--- src/rtl/rhandler_pkg.sv ---
// Shared types and constants for the AXI4-Lite 64-to-32 read handler.
package rhandler_pkg;

    typedef enum logic [2:0] {
        IDLE,
        LO_AR,
        LO_R,
        HI_AR,
        HI_R,
        RESP
    } state_t;

    localparam logic [1:0] RESP_OKAY   = 2'b00;
    localparam logic [1:0] RESP_SLVERR = 2'b10;
    localparam int         DWORD_OFFSET = 4;

    function automatic logic is_err(input logic [1:0] resp);
        return resp != RESP_OKAY;
    endfunction

endpackage

--- src/rtl/rhandler_ctrl.sv ---
// Read handler FSM: sequences the lower/upper slave reads and drives all handshakes.
// With RHANDLER_ERR_ABORT_EN defined, a failing lower read skips the upper read.
module rhandler_ctrl
    import rhandler_pkg::*;
(
    input  logic clk,
    input  logic rst_n,
    input  logic addrbit2,
    input  logic m_arvalid,
    input  logic m_rready,
    input  logic s_arready,
    input  logic s_rvalid,
    input  logic lo_err,
    output logic m_arready,
    output logic m_rvalid,
    output logic s_arvalid,
    output logic s_rready,
    output logic accept,
    output logic lo_cap,
    output logic hi_cap,
    output logic hi_phase
);

    state_t state, next_state;
    logic   active;

    // NOTE: sequential state uses non-blocking assignments so every flop samples pre-edge values.
    always_ff @(posedge clk or negedge rst_n) begin
        if (!rst_n) begin
            state  <= IDLE;
            active <= 1'b0;
        end else begin
            state  <= next_state;
            active <= 1'b1;
        end
    end

    // active keeps m_arready low while reset is held, yet IDLE is still the reset state.
    assign m_arready = active && (state == IDLE);
    assign m_rvalid  = (state == RESP);
    assign s_arvalid = (state == LO_AR) || (state == HI_AR);
    assign s_rready  = (state == LO_R)  || (state == HI_R);
    assign hi_phase  = (state == HI_AR) || (state == HI_R);
    assign accept    = m_arready && m_arvalid;
    assign lo_cap    = (state == LO_R) && s_rvalid;
    assign hi_cap    = (state == HI_R) && s_rvalid;

`ifndef RHANDLER_ERR_ABORT_EN
    logic unused_lo_err;
    assign unused_lo_err = lo_err;
`endif

    // NOTE: next_state gets a default before the case so no path can infer a latch.
    always_comb begin
        next_state = state;
        case (state)
            IDLE:  if (accept)    next_state = addrbit2 ? HI_AR : LO_AR;
            LO_AR: if (s_arready) next_state = LO_R;
            LO_R: begin
                if (s_rvalid) begin
`ifdef RHANDLER_ERR_ABORT_EN
                    next_state = lo_err ? RESP : HI_AR;
`else
                    next_state = HI_AR;
`endif
                end
            end
            HI_AR: if (s_arready) next_state = HI_R;
            HI_R:  if (s_rvalid)  next_state = RESP;
            RESP:  if (m_rready)  next_state = IDLE;
            default:              next_state = IDLE;
        endcase
    end

endmodule

--- src/rtl/rhandler.sv ---
// AXI4-Lite 64-to-32 read handler: one 64-bit master read becomes one or two 32-bit slave reads.
// Optional RHANDLER_ERR_ABORT_EN (see rhandler_ctrl) aborts after a failing lower dword.
module rhandler
    import rhandler_pkg::*;
#(
    parameter int M_ARADDR_WIDTH = 32,
    parameter int S_ARADDR_WIDTH = 32
) (
    input  logic                      clk,
    input  logic                      rst_n,
    input  logic [M_ARADDR_WIDTH-1:0] m_araddr,
    input  logic                      m_arvalid,
    output logic                      m_arready,
    output logic [63:0]               m_rdata,
    output logic [1:0]                m_rresp,
    output logic                      m_rvalid,
    input  logic                      m_rready,
    output logic [S_ARADDR_WIDTH-1:0] s_araddr,
    output logic                      s_arvalid,
    input  logic                      s_arready,
    input  logic [31:0]               s_rdata,
    input  logic [1:0]                s_rresp,
    input  logic                      s_rvalid,
    output logic                      s_rready
);

    localparam int AW = (M_ARADDR_WIDTH > S_ARADDR_WIDTH) ? M_ARADDR_WIDTH : S_ARADDR_WIDTH;

    logic [M_ARADDR_WIDTH-1:0] addr_q;
    logic [31:0]               lo_q, hi_q;
    logic                      err_q;
    logic                      accept, lo_cap, hi_cap, hi_phase;
    logic [AW-1:0]             addr_ext, addr_sel;

    rhandler_ctrl u_ctrl (
        .clk       (clk),
        .rst_n     (rst_n),
        .addrbit2  (m_araddr[2]),
        .m_arvalid (m_arvalid),
        .m_rready  (m_rready),
        .s_arready (s_arready),
        .s_rvalid  (s_rvalid),
        .lo_err    (is_err(s_rresp)),
        .m_arready (m_arready),
        .m_rvalid  (m_rvalid),
        .s_arvalid (s_arvalid),
        .s_rready  (s_rready),
        .accept    (accept),
        .lo_cap    (lo_cap),
        .hi_cap    (hi_cap),
        .hi_phase  (hi_phase)
    );

    always_ff @(posedge clk or negedge rst_n) begin
        if (!rst_n) begin
            addr_q <= '0;
            lo_q   <= '0;
            hi_q   <= '0;
            err_q  <= 1'b0;
        end else if (accept) begin
            addr_q <= m_araddr;
            lo_q   <= '0;
            hi_q   <= '0;
            err_q  <= 1'b0;
        end else if (lo_cap) begin
            lo_q  <= s_rdata;
            err_q <= err_q | is_err(s_rresp);
        end else if (hi_cap) begin
            hi_q  <= s_rdata;
            err_q <= err_q | is_err(s_rresp);
        end
    end

    // The +4 only touches bit 2 upward, so the byte offset in bits [1:0] is preserved.
    assign addr_ext = AW'(addr_q);
    assign addr_sel = (hi_phase && !addr_q[2]) ? addr_ext + AW'(DWORD_OFFSET) : addr_ext;
    assign s_araddr = addr_sel[S_ARADDR_WIDTH-1:0];

    assign m_rdata = {hi_q, lo_q};
    assign m_rresp = err_q ? RESP_SLVERR : RESP_OKAY;

endmodule
--- config.mk ---
export PLATFORM = sky130hd
export DESIGN_NAME = rhandler
export DESIGN_NICKNAME = d
export VERILOG_FILES = /design/src/rtl/rhandler_pkg.sv /design/src/rtl/rhandler_ctrl.sv /design/src/rtl/rhandler.sv
export SDC_FILE = /design/constraint.sdc
export NUM_CORES = 1
export LEC_CHECK = 0
export BUFFER_PORTS_ARGS = -buffer_cell sky130_fd_sc_hd__buf_2
export CELL_PAD_IN_SITES_DETAIL_PLACEMENT = 1
export CELL_PAD_IN_SITES_GLOBAL_PLACEMENT = 2
export CORE_MARGIN = 2
export CORE_UTILIZATION = 29
export DETAILED_ROUTE_END_ITERATION = 10
export GPL_ROUTABILITY_DRIVEN = 0
export HOLD_SLACK_MARGIN = 0.02
export PLACE_DENSITY = 0.88
export SYNTH_ARGS = -nofsm -noshare
export SYNTH_HDL_FRONTEND = slang
export SYNTH_HIERARCHICAL = 1
export SYNTH_SLANG_ARGS = --single-unit
--- constraint.sdc ---
create_clock -name clk -period 2.32 [get_ports clk]
set_clock_uncertainty 0.2 [all_clocks]
set_input_delay 0.116 -clock clk [delete_from_list [all_inputs] [get_ports clk]]
set_output_delay 0.116 -clock clk [all_outputs]
set_load 0.03 [all_outputs]
==> flow_summary.toml <==
[final_layout]
syn2layout_area_growth_pct = 52.8
drive_above_1_share = 0.415
fin_util = 0.451
fin_cells = 848
final_cell_area_sq_mm = 0.00684
nets = 728
diodes = 0

[clock_tree]
cts_buffers = 9
cts_tree = "built"
cts.htree.levels = 3
cts_buffer_depth = 2
cts-root-buf = "clkbuf_16"
path_clk_slew_ns = 0.07
clkLatencyLatePin_ns = 0.35
clock_sinks = 101

[worst_setup_path]
slowest_stage = "dfrtp_1"
startpoint_type = "flop"
crit_chain = "nor2_2 > nand2_1 > o21ai_2 > nand3b_4 > buf_4 > buf_6 > nor3_4 > and3_4 > xor2_2 > buf_6"
crit_start = "u_ctrl/state[1]"
crit_arrival_ns = 2.16
worstPathRequired_ns = 2.00
worst_setup_path_end_kind = "output port"
crit_top_cell = "buf_6"
path_class = "flop to output port"
crit_fanout = 3
cpPeakStageDelay_ns = 0.40
rr_startpoint = "u_ctrl/state[0]"

[timing]
worst_pin_slew_ns = 0.624
hold_viol_final = 0
min_period_ns = 2.47
holdWs_ns = 0.129
drv_slew = 0
slew-limit-headroom = 0.584
fmax_mhz = 404
final.period_utilization = 1.07
setup_violations = 10
rsz0062_at_grt = "true"
setup_ws_ns = -0.152

[synth]
synth-edff-count = 0
synth-seq-cells = 101
synth.avg_cell_area_sq_um = 10.8
synth_cells = 416
synth_seq_area_share = 0.565
async_flop_share = 1.00
synth_area_sq_mm = 0.00447
synth_warnings = 6
ys_types = 36
synthFlopType = "dfrtp_1"
synth_fp_nets = 489

[routing]
drt_iter0_markers = 149
wl_per_cell_microns = 16.9
dr.pass1.iters = 6
ant_nets = 0
vias = 3964
drc = 0
routed_wl_microns = 14400
avgViaCountPerCell = 4.67

[floorplan]
core_area_sq_mm = 0.0151
die_area_sq_mm = 0.0164
io-pin-count = 174
die_x_microns = 128
die_height_microns = 128
initial_utilization = 0.295
rows = 45

[global_route]
grt_pass1_wl_microns = 22700
grt_usage = 0.178
antenna_found_initial = 0
first_global_vias = 4427
grt_max_degree = 45
grt.overflow.total = 0

[placement]
dp_cells = 751
dp_hpwl_microns = 9360
place_area_sq_mm = 0.00564
portBuffers = 172

[pwr]
ir_drop_mv = 0.557
p_leak_nw = 3.35
power_density_mw_per_mm2 = 1350

[run]
drv_cap = 0

[min_path]
hp-class = "primary input to async pin"

[outcome]
run_status = "finished with violations"
violations = "negative setup slack"
## stage by stage
step	worst slack [ns]	total power, mW	setup TNS (ns)
after floorplan	0.00640	6.14	0
after global placement	0.0489	7.30	0
after detailed placement	-0.0706	7.46	-0.126
after CTS	-0.148	9.17	-0.832
after global routing	-0.275	9.79	-2.35
final	-0.152	9.23	-0.783
## placed cells by master, fill, tap and decap left out, drive strengths merged, types with 3 or more instances in the layout
cell type	instances
a21oi	33
and3	3
buf	200
clkbuf	11
dfrtp	101
dlygate4sd3	71
inv	5
mux2	33
mux2i	32
nand2	76
nand4	8
nor2	38
nor3	3
o21ai	4
xnor2	10
xor2	6
## worst max-delay path: cells and delay by family, from the launching register on
kind / cells / cell delay, ns
xor gates and xnor gates: 1 / 0.16
DFF: 1 / 0.40
and+or+nand+nor: 5 / 0.73
buffers and inverters: 3 / 0.41
AOI/OAI and AO/OA: 1 / 0.10
## final timing paths
path                                      to  slack, ns  cells after the start
worst max-delay path            s_araddr[12]      -0.15                     10
worst min-delay path            addr_ext[20]       0.13                      2
worst max register to register   addr_ext[3]       0.19                      6
worst min register to register   addr_ext[0]       0.31                      1
max in group asynchronous           lo_q[19]       1.10                      3
min in group clk                 addr_ext[0]       0.31                      1
## sequential cells by signal, summed over array words and instances, names as in the netlist
| register | cells |
|---|---|
| addr_ext | 32 |
| hi_q | 32 |
| err_q | 1 |
| u_ctrl/active | 1 |
| u_ctrl/state | 3 |
| lo_q | 32 |
## cells in the mapped netlist (all sizes together) (2+ instances only)
cell type  instances  area, sq um
xor2               6         52.6
mux2i             32          320
mux2              33          372
nor4b              2         17.5
clkbuf            28          105
and3               3         18.8
dfrtp            101         2530
or2                2         12.5
nand3              2         10.0
a221oi             2         30.0
nand2b             2         12.5
nor4               2         27.5
nand4              8         50.1
buf               15         86.3
nor2              38          145
a21oi             33          165
xnor2             10         87.6
nand3b             2         27.5
nand2             76          285
nor2b              2         12.5
inv                2         7.51
o21ai              4         20.0
conb               2         7.51
nor3               3         15.0
## cell type report
| type | count | area [sq um] |
|---|---|---|
| clock buffers | 11 | 233 |
| clock inverters | 5 | 42.5 |
| fillers | 1726 | 8310 |
| inverters | 2 | 7.51 |
| multi-input cells | 270 | 1890 |
| flip-flops and latches | 101 | 2530 |
| well taps | 188 | 235 |
| repair buffers | 271 | 1900 |
## kinds of logic after synthesis
| kind of cell | after synthesis | share of synthesized area |
|---|---|---|
| AOI/OAI and AO/OA | 40 | 0.0498 |
| xor gates and xnor gates | 16 | 0.0313 |
| adders and majority gates | 1 | 0.00280 |
| buffers and inverters | 45 | 0.0445 |
| DFF | 101 | 0.565 |
| muxes | 65 | 0.155 |
| other | 2 | 0.00168 |
| and+or+nand+nor | 146 | 0.150 |
## repair_timing
item                                    CTS  global route
endpoints found under the setup margin   13            12
setup buffers                             7             3
gates resized for setup                  19            21
hold buffers                             71             0
endpoints found under the hold margin   142             0
pin swaps                                 6             8
## routing by layer
metal | global-route usage | part of all wire | up-vias
met4 | 0.0705 | 0.024 | 0
li1 | - | - | 1844
met2 | 0.335 | 0.54 | 131
met3 | 0.0476 | 0.055 | 24
met5 | 0 | 0 | -
met1 | 0.186 | 0.38 | 1965
## report_power, final
part           internal, mW  switching, mW
sequential             2.51          0.597
clock                 0.743          0.696
combinational          1.77           2.92
(Power assumes the default switching activity.)
